<file path="src/rtl/serializer.sv">
// MSB-first parallel-to-serial converter with a per-word valid-bit count.
// Drives the bit-plus-valid stream consumed by the downstream deserializer.
//
//   state | meaning
//   ------+-----------------------------------------------
//   IDLE  | waiting for a legal request; outputs held at 0
//   SHIFT | presenting bits; cnt = bits left incl. current
module serializer #(
  parameter int DATA_W = 16
) (
  input  logic                      clk_i,
  input  logic                      srst_i,
  input  logic [DATA_W-1:0]         data_i,
  input  logic [$clog2(DATA_W)-1:0] data_mod_i,
  input  logic                      data_val_i,
  output logic                      ser_data_o,
  output logic                      ser_data_val_o,
  output logic                      busy_o
);

  localparam int MOD_W = $clog2(DATA_W);
  localparam int CNT_W = MOD_W + 1;

  typedef enum logic {
    IDLE,
    SHIFT
  } state_t;

  state_t            state;
  logic [DATA_W-1:0] shreg;
  logic [CNT_W-1:0]  cnt;

  logic              req_legal;
  logic [CNT_W-1:0]  n_eff;
  logic              last_bit;

  // Lengths 1 and 2 are rejected outright; 0 encodes a full word.
  always_comb begin
    req_legal = (data_mod_i != MOD_W'(1)) && (data_mod_i != MOD_W'(2));
    n_eff     = (data_mod_i == '0) ? CNT_W'(DATA_W) : {1'b0, data_mod_i};
    last_bit  = (cnt == CNT_W'(1));
  end

  // The first bit goes straight to the output register on acceptance, so the
  // shift register only ever holds the bits still to come.
  always_ff @(posedge clk_i) begin
    if (srst_i) begin
      state          <= IDLE;
      shreg          <= '0;
      cnt            <= '0;
      ser_data_o     <= 1'b0;
      ser_data_val_o <= 1'b0;
      busy_o         <= 1'b0;
    end else begin
      case (state)
        IDLE: begin
          if (data_val_i && req_legal) begin
            state          <= SHIFT;
            shreg          <= {data_i[DATA_W-2:0], 1'b0};
            cnt            <= n_eff;
            ser_data_o     <= data_i[DATA_W-1];
            ser_data_val_o <= 1'b1;
            busy_o         <= 1'b1;
          end
        end
        SHIFT: begin
          if (last_bit) begin
            state          <= IDLE;
            shreg          <= '0;
            cnt            <= '0;
            ser_data_o     <= 1'b0;
            ser_data_val_o <= 1'b0;
            busy_o         <= 1'b0;
          end else begin
            shreg          <= {shreg[DATA_W-2:0], 1'b0};
            cnt            <= cnt - CNT_W'(1);
            ser_data_o     <= shreg[DATA_W-1];
            ser_data_val_o <= 1'b1;
            busy_o         <= 1'b1;
          end
        end
        default: begin
          state          <= IDLE;
          shreg          <= '0;
          cnt            <= '0;
          ser_data_o     <= 1'b0;
          ser_data_val_o <= 1'b0;
          busy_o         <= 1'b0;
        end
      endcase
    end
  end

endmodule

</file>
<file path="config.mk">
export PLATFORM = sky130hd
export DESIGN_NAME = serializer
export DESIGN_NICKNAME = d
export VERILOG_FILES = /design/src/rtl/serializer.sv
export SDC_FILE = /design/constraint.sdc
export NUM_CORES = 1
export LEC_CHECK = 0
export CORE_MARGIN = 2
export CORE_UTILIZATION = 44
export DETAILED_ROUTE_END_ITERATION = 10
export GPL_TIMING_DRIVEN = 0
export PLACE_DENSITY = 0.74
export SLEW_MARGIN = 20
export SYNTH_ARGS = -nofsm -noshare
export SYNTH_HDL_FRONTEND = slang
export SYNTH_SLANG_ARGS = --single-unit
</file>
<file path="constraint.sdc">
create_clock -name clk_i -period 1.57 [get_ports clk_i]
set_input_delay 0.471 -clock clk_i [delete_from_list [all_inputs] [get_ports clk_i]]
set_output_delay 0.471 -clock clk_i [all_outputs]
set_load 0.005 [all_outputs]
</file>
Word level (Yosys, flattened, before mapping)
Cells that the tools add are included. Widths: inputs -> output; s select.

Bits in registers: 24. Input port bits: 23. Output and inout bits: 3. Word-level logic and storage cells: 29.

Add/subtract/negate cells: 1. Equality and inequality tests: 4. Mux-type cells: 15. Bitwise gates (word level): 1. Reductions and logical operators: 3.

Operators with widths (count): $mux 16 (2); $pmux 16 s2 (1); $mux 5 (3); $pmux 5 s2 (1); $pmux 1 s2 (3); $eq 5x1->1 const B (1); $mux 1 (5); $sub 5x1->5 const B (1); $logic_not 4->1 (1); $ne 4x1->1 const B (1); $ne 4x2->1 const B (1); $logic_and 1x1->1 (2); $ne 2x2->1 const B (1); $not 1->1 (1).

Depth between registers and ports, before layout
Word-level depth: 5. Gate-level depth with buffers: 8.

Worst setup path before layout
No wires, ideal clock.

Kind: reg2reg. Start point: register cnt[1]. End point: register shreg[10]. Library setup time: 0.132 ns. Arrival: 1.546 ns. Slack: -0.108 ns. Cell stages (with the launch flop): 9. Path buffers: 2. Clock period less this slack: 1.678 ns. Path through: dfxtp_1 inv_1 ha_1 or3b_1 o21a_1 buf_6 buf_8 a221oi_2 nor3_1.

Cells in the longest elaborated chain, start to end: 3.

Ends and longest elaborated chain: start: declaration (line 31) `logic [CNT_W-1:0] cnt;`; start signal: assignment (line 60) `cnt <= n_eff;`; start signal: assignment (line 76) `cnt <= cnt - CNT_W'(1);`; $eq 5x1->1 (line 41) `last_bit = (cnt == CNT_W'(1));`; $mux 16 (line 67) `if (last_bit) begin`; $pmux 16 s2 (line 55) `case (state)`; end signal: assignment (line 59) `shreg <= {data_i[DATA_W-2:0], 1'b0};`; end signal: assignment (line 75) `shreg <= {shreg[DATA_W-2:0], 1'b0};`; end: declaration (line 30) `logic [DATA_W-1:0] shreg;`.

Every way passes these cells. A chain may end at the register's enable or synchronous reset.

Final worst setup path
Start point: register cnt[1]. End point: register shreg[13].

The elaborated chain is that of the path after synthesis.

==> results.md <==
* FF-to-FF Start: cnt[1]
* First-pass GRT wire length at 4.395 mm
* Cells after Synth at 123
* Maximum number of pins on one net before global-route repair at 14
* Setup Skew at 0.005674 ns
* WP data required at roughly 1.8 ns
* R2R Path End: shreg[13]
* Crit Path Max Fanout at 6
* Final Max Tran Viols at 0
* Outcome: complete, but fails checks
* N_diodes at 0
* WHS Path Cells at 2
* Startpoint types: register
* Syn_nets at 148
* Area Growth Syn to Fin at 50.72%
* Library cells used by synthesis at 32
* Number of global-route vias before repair at 984
* Die area at 0.002971 mm²
* Setup Viol. Count Final at 19
* Clock root buffer: clkbuf_4
* Vias per inst at 5.797
* Cell Rows at 18
* Async S/R FF share, synth at 0%
* Yosys warns at 0
* Ranking of synthesized cells by area: dfxtp_1 (41%), a221oi_2 (9.4%), nor2_1 (8.4%)
* Worst Hold Class: register to register
* IO buf count at 25
* Slowest cell on crit path: or3b_4
* Hold slack at approximately 0.48 ns
* Post-synthesis sequential area ratio at 41.03%
* DR vias at 1113
* Die W at 54.51 µm
* Ports at 26
* Setup ws final at -0.2813 ns
* Grt ovf at 0
* Worst Reg-to-Reg Cells at 8
* Cells along the critical path: inv_2 -> ha_4 -> or3b_4 -> o21a_1 -> buf_6 -> clkbuf_16 -> a221oi_4 -> nor3_2
* Final TNS setup at -3.587 ns
* Worst path arrival time at 2.04 ns
* Clock transition at the registers of the reported paths at 0.14 ns
* TritonRoute pass-1 iters at 4
* Final worst path period need at 1.851 ns
* Clock sinks at 23
* Flop and latch count out of synthesis at 23
* GRT Util Overall at 20.18%
* Initial DRC Count at 42
* Final Routed Wirelength at approximately 3.1 mm
* Largest area contributor in the netlist: dfxtp_1
* P per Cell Area at 915.8 mW/mm²
* FMAX at 540.2 MHz
* Core Area at 0.002455 mm²
* Unrepaired setup endpoints after global routing: true
* Die height at 54.51 µm
* Crit path kind: register to register
* CTS Buf Count at 3
* Avg Inst Size Synth at 9.125 µm²
* Worst setup EP type: register
* Min-Delay Endpoint: busy_o
* Antenna Nets Post-Route at 0
* Initial Util at 45.72%
* Mapped Area at 0.001122 mm²
* Main synth FF type: dfxtp_1
* CTS tree: yes
* Number of synthesized flops with an enable pin at 0
* Hold Violations, Final at 0
* Rel. slew slack at 66.90%
* Crit-path max cell delay at 0.37 ns
* Synth top area share at 41.03%
* Peak supply drop at between 900 and 1000 µV
* Final net count at approximately 190
* Drt wl/cell at 16.33 µm
* Fin crit share at 117.9%
* Leakage at 0.6568 nW
* Final weighted congestion in routability-driven placement at 0.8563
* Reg2Reg Setup Slack at -0.28 ns
* Worst Tran Pin Value at 0.4966 ns
* H-tree Lvls at 1
* Max-cap violations at 0
* Failing checks: setup timing
* Share of post-route cells with drive strength above 1 at 33.95%
* Worst-skew pair later-pin latency at around 0.31 ns
* Hold_sp: busy_o
* Clk buf depth at 2
* DP HPWL at 1.916 mm
* Filler Cell Count at about 200
* Drc violations at 0
* Antenna violations before repair at 0
[kinds of logic after synthesis]
| family | share of synthesized area, % |
|---|---|
| xor+xnor | 0.7805 |
| simple gates | 20.51 |
| buf+inv | 7.580 |
| mux | 0.8919 |
| compound gates | 26.98 |
| fa+ha+maj | 2.229 |
| flops | 41.03 |
[cells in the mapped netlist, types with 2 or more instances]
master and number:
buf_4 3, o21ai_0 2, ha_1 2, nor3_1 16
a221oi_1 9, a221oi_2 7, a22oi_1 2, inv_1 3
dfxtp_1 23, nor2_1 25, buf_2 2, a21oi_1 4
a211oi_1 3, clkbuf_1 3, nand2b_1 2
[worst max path at each step]
stage	startpoint	slack [ns]	end	cells after the start
6_report	cnt[1]	-0.28	shreg[13]	8
5_1_grt	cnt[1]	-0.30	shreg[11]	8
4_1_cts	cnt[1]	-0.22	shreg[11]	8
3_5_place_dp	data_mod_i[0]	-0.64	shreg[9]	6
3_3_place_gp	data_mod_i[0]	-0.60	shreg[11]	6
2_1_floorplan	cnt[1]	-0.10	shreg[11]	8
[cell type report]
cell class | count | area [µm²] | area share, %
inverters | 4 | 18.77 | 1.109
well taps | 30 | 37.54 | 2.219
repair buffers | 35 | 334.1 | 19.75
flip-flops and latches | 23 | 465.4 | 27.51
clock buffers | 3 | 22.52 | 1.331
plain buffers | 10 | 83.83 | 4.956
clock inverters | 1 | 5.005 | 0.2959
multi-input cells | 86 | 724.4 | 42.83
[what timing repair did]
action / CTS / global route
pin swaps: 3 / 8
gates resized for setup: 15 / 23
hold buffers: 0 / 0
cloned: 0 / 2
setup buffers: 3 / 5
endpoints found under the setup margin: 25 / 21
[routing by layer]
metal	global-route usage [%]	part of all wire, %	wire length (µm)	vias up
met5	0	0	0	-
met4	5.417	0.73	23	0
met3	4.098	4.1	128	4
met2	33.33	53	1651	39
met1	26.69	43	1333	531
li1	-	-	-	539
[metrics by stage]
step | util [%] | area (µm²) | power [mW] | worst slack [ns] | std cells
global placement | 58.05 | 1425 | 1.112 | -0.6006 | 178
global route | 68.91 | 1692 | 1.622 | -0.3029 | 192
CTS | 61.21 | 1503 | 1.414 | -0.2220 | 185
detailed placement | 58.05 | 1425 | 1.128 | -0.6386 | 178
finish | 68.91 | 1692 | 1.549 | -0.2813 | 192
floorplan | - | 1137 | 0.9803 | -0.1033 | 123
[placed cells by master (no fill, tap or decap), drive strengths merged, types with 5 or more instances in the layout]
cell type / netlist / final
nor2: 25 / 25
dfxtp: 23 / 23
clkdlybuf4s50: 0 / 17
nor3: 16 / 16
a221oi: 16 / 16
buf: 7 / 16
dlygate4sd2: 0 / 7
clkbuf: 3 / 7
a21oi: 5 / 5
[critical path: cells and delay by family, from the launching register on]
kind | cells | cell delay (ns)
compound gates | 2 | 0.44
simple gates | 2 | 0.43
buf+inv | 3 | 0.38
flops | 1 | 0.35
fa+ha+maj | 1 | 0.13
[registers in the layout, indices dropped and copies added (netlist names)]
register    cells
cnt             5
state           1
shreg          15
busy_o          1
ser_data_o      1
[power breakdown]
part           internal, mW  switching [mW]  total (mW)
Clock                0.0950           0.187       0.282
Combinational         0.284           0.271       0.555
Sequential            0.654          0.0581       0.712
Total                  1.03           0.516        1.55
Note: power is estimated with default switching activity, not from simulation.
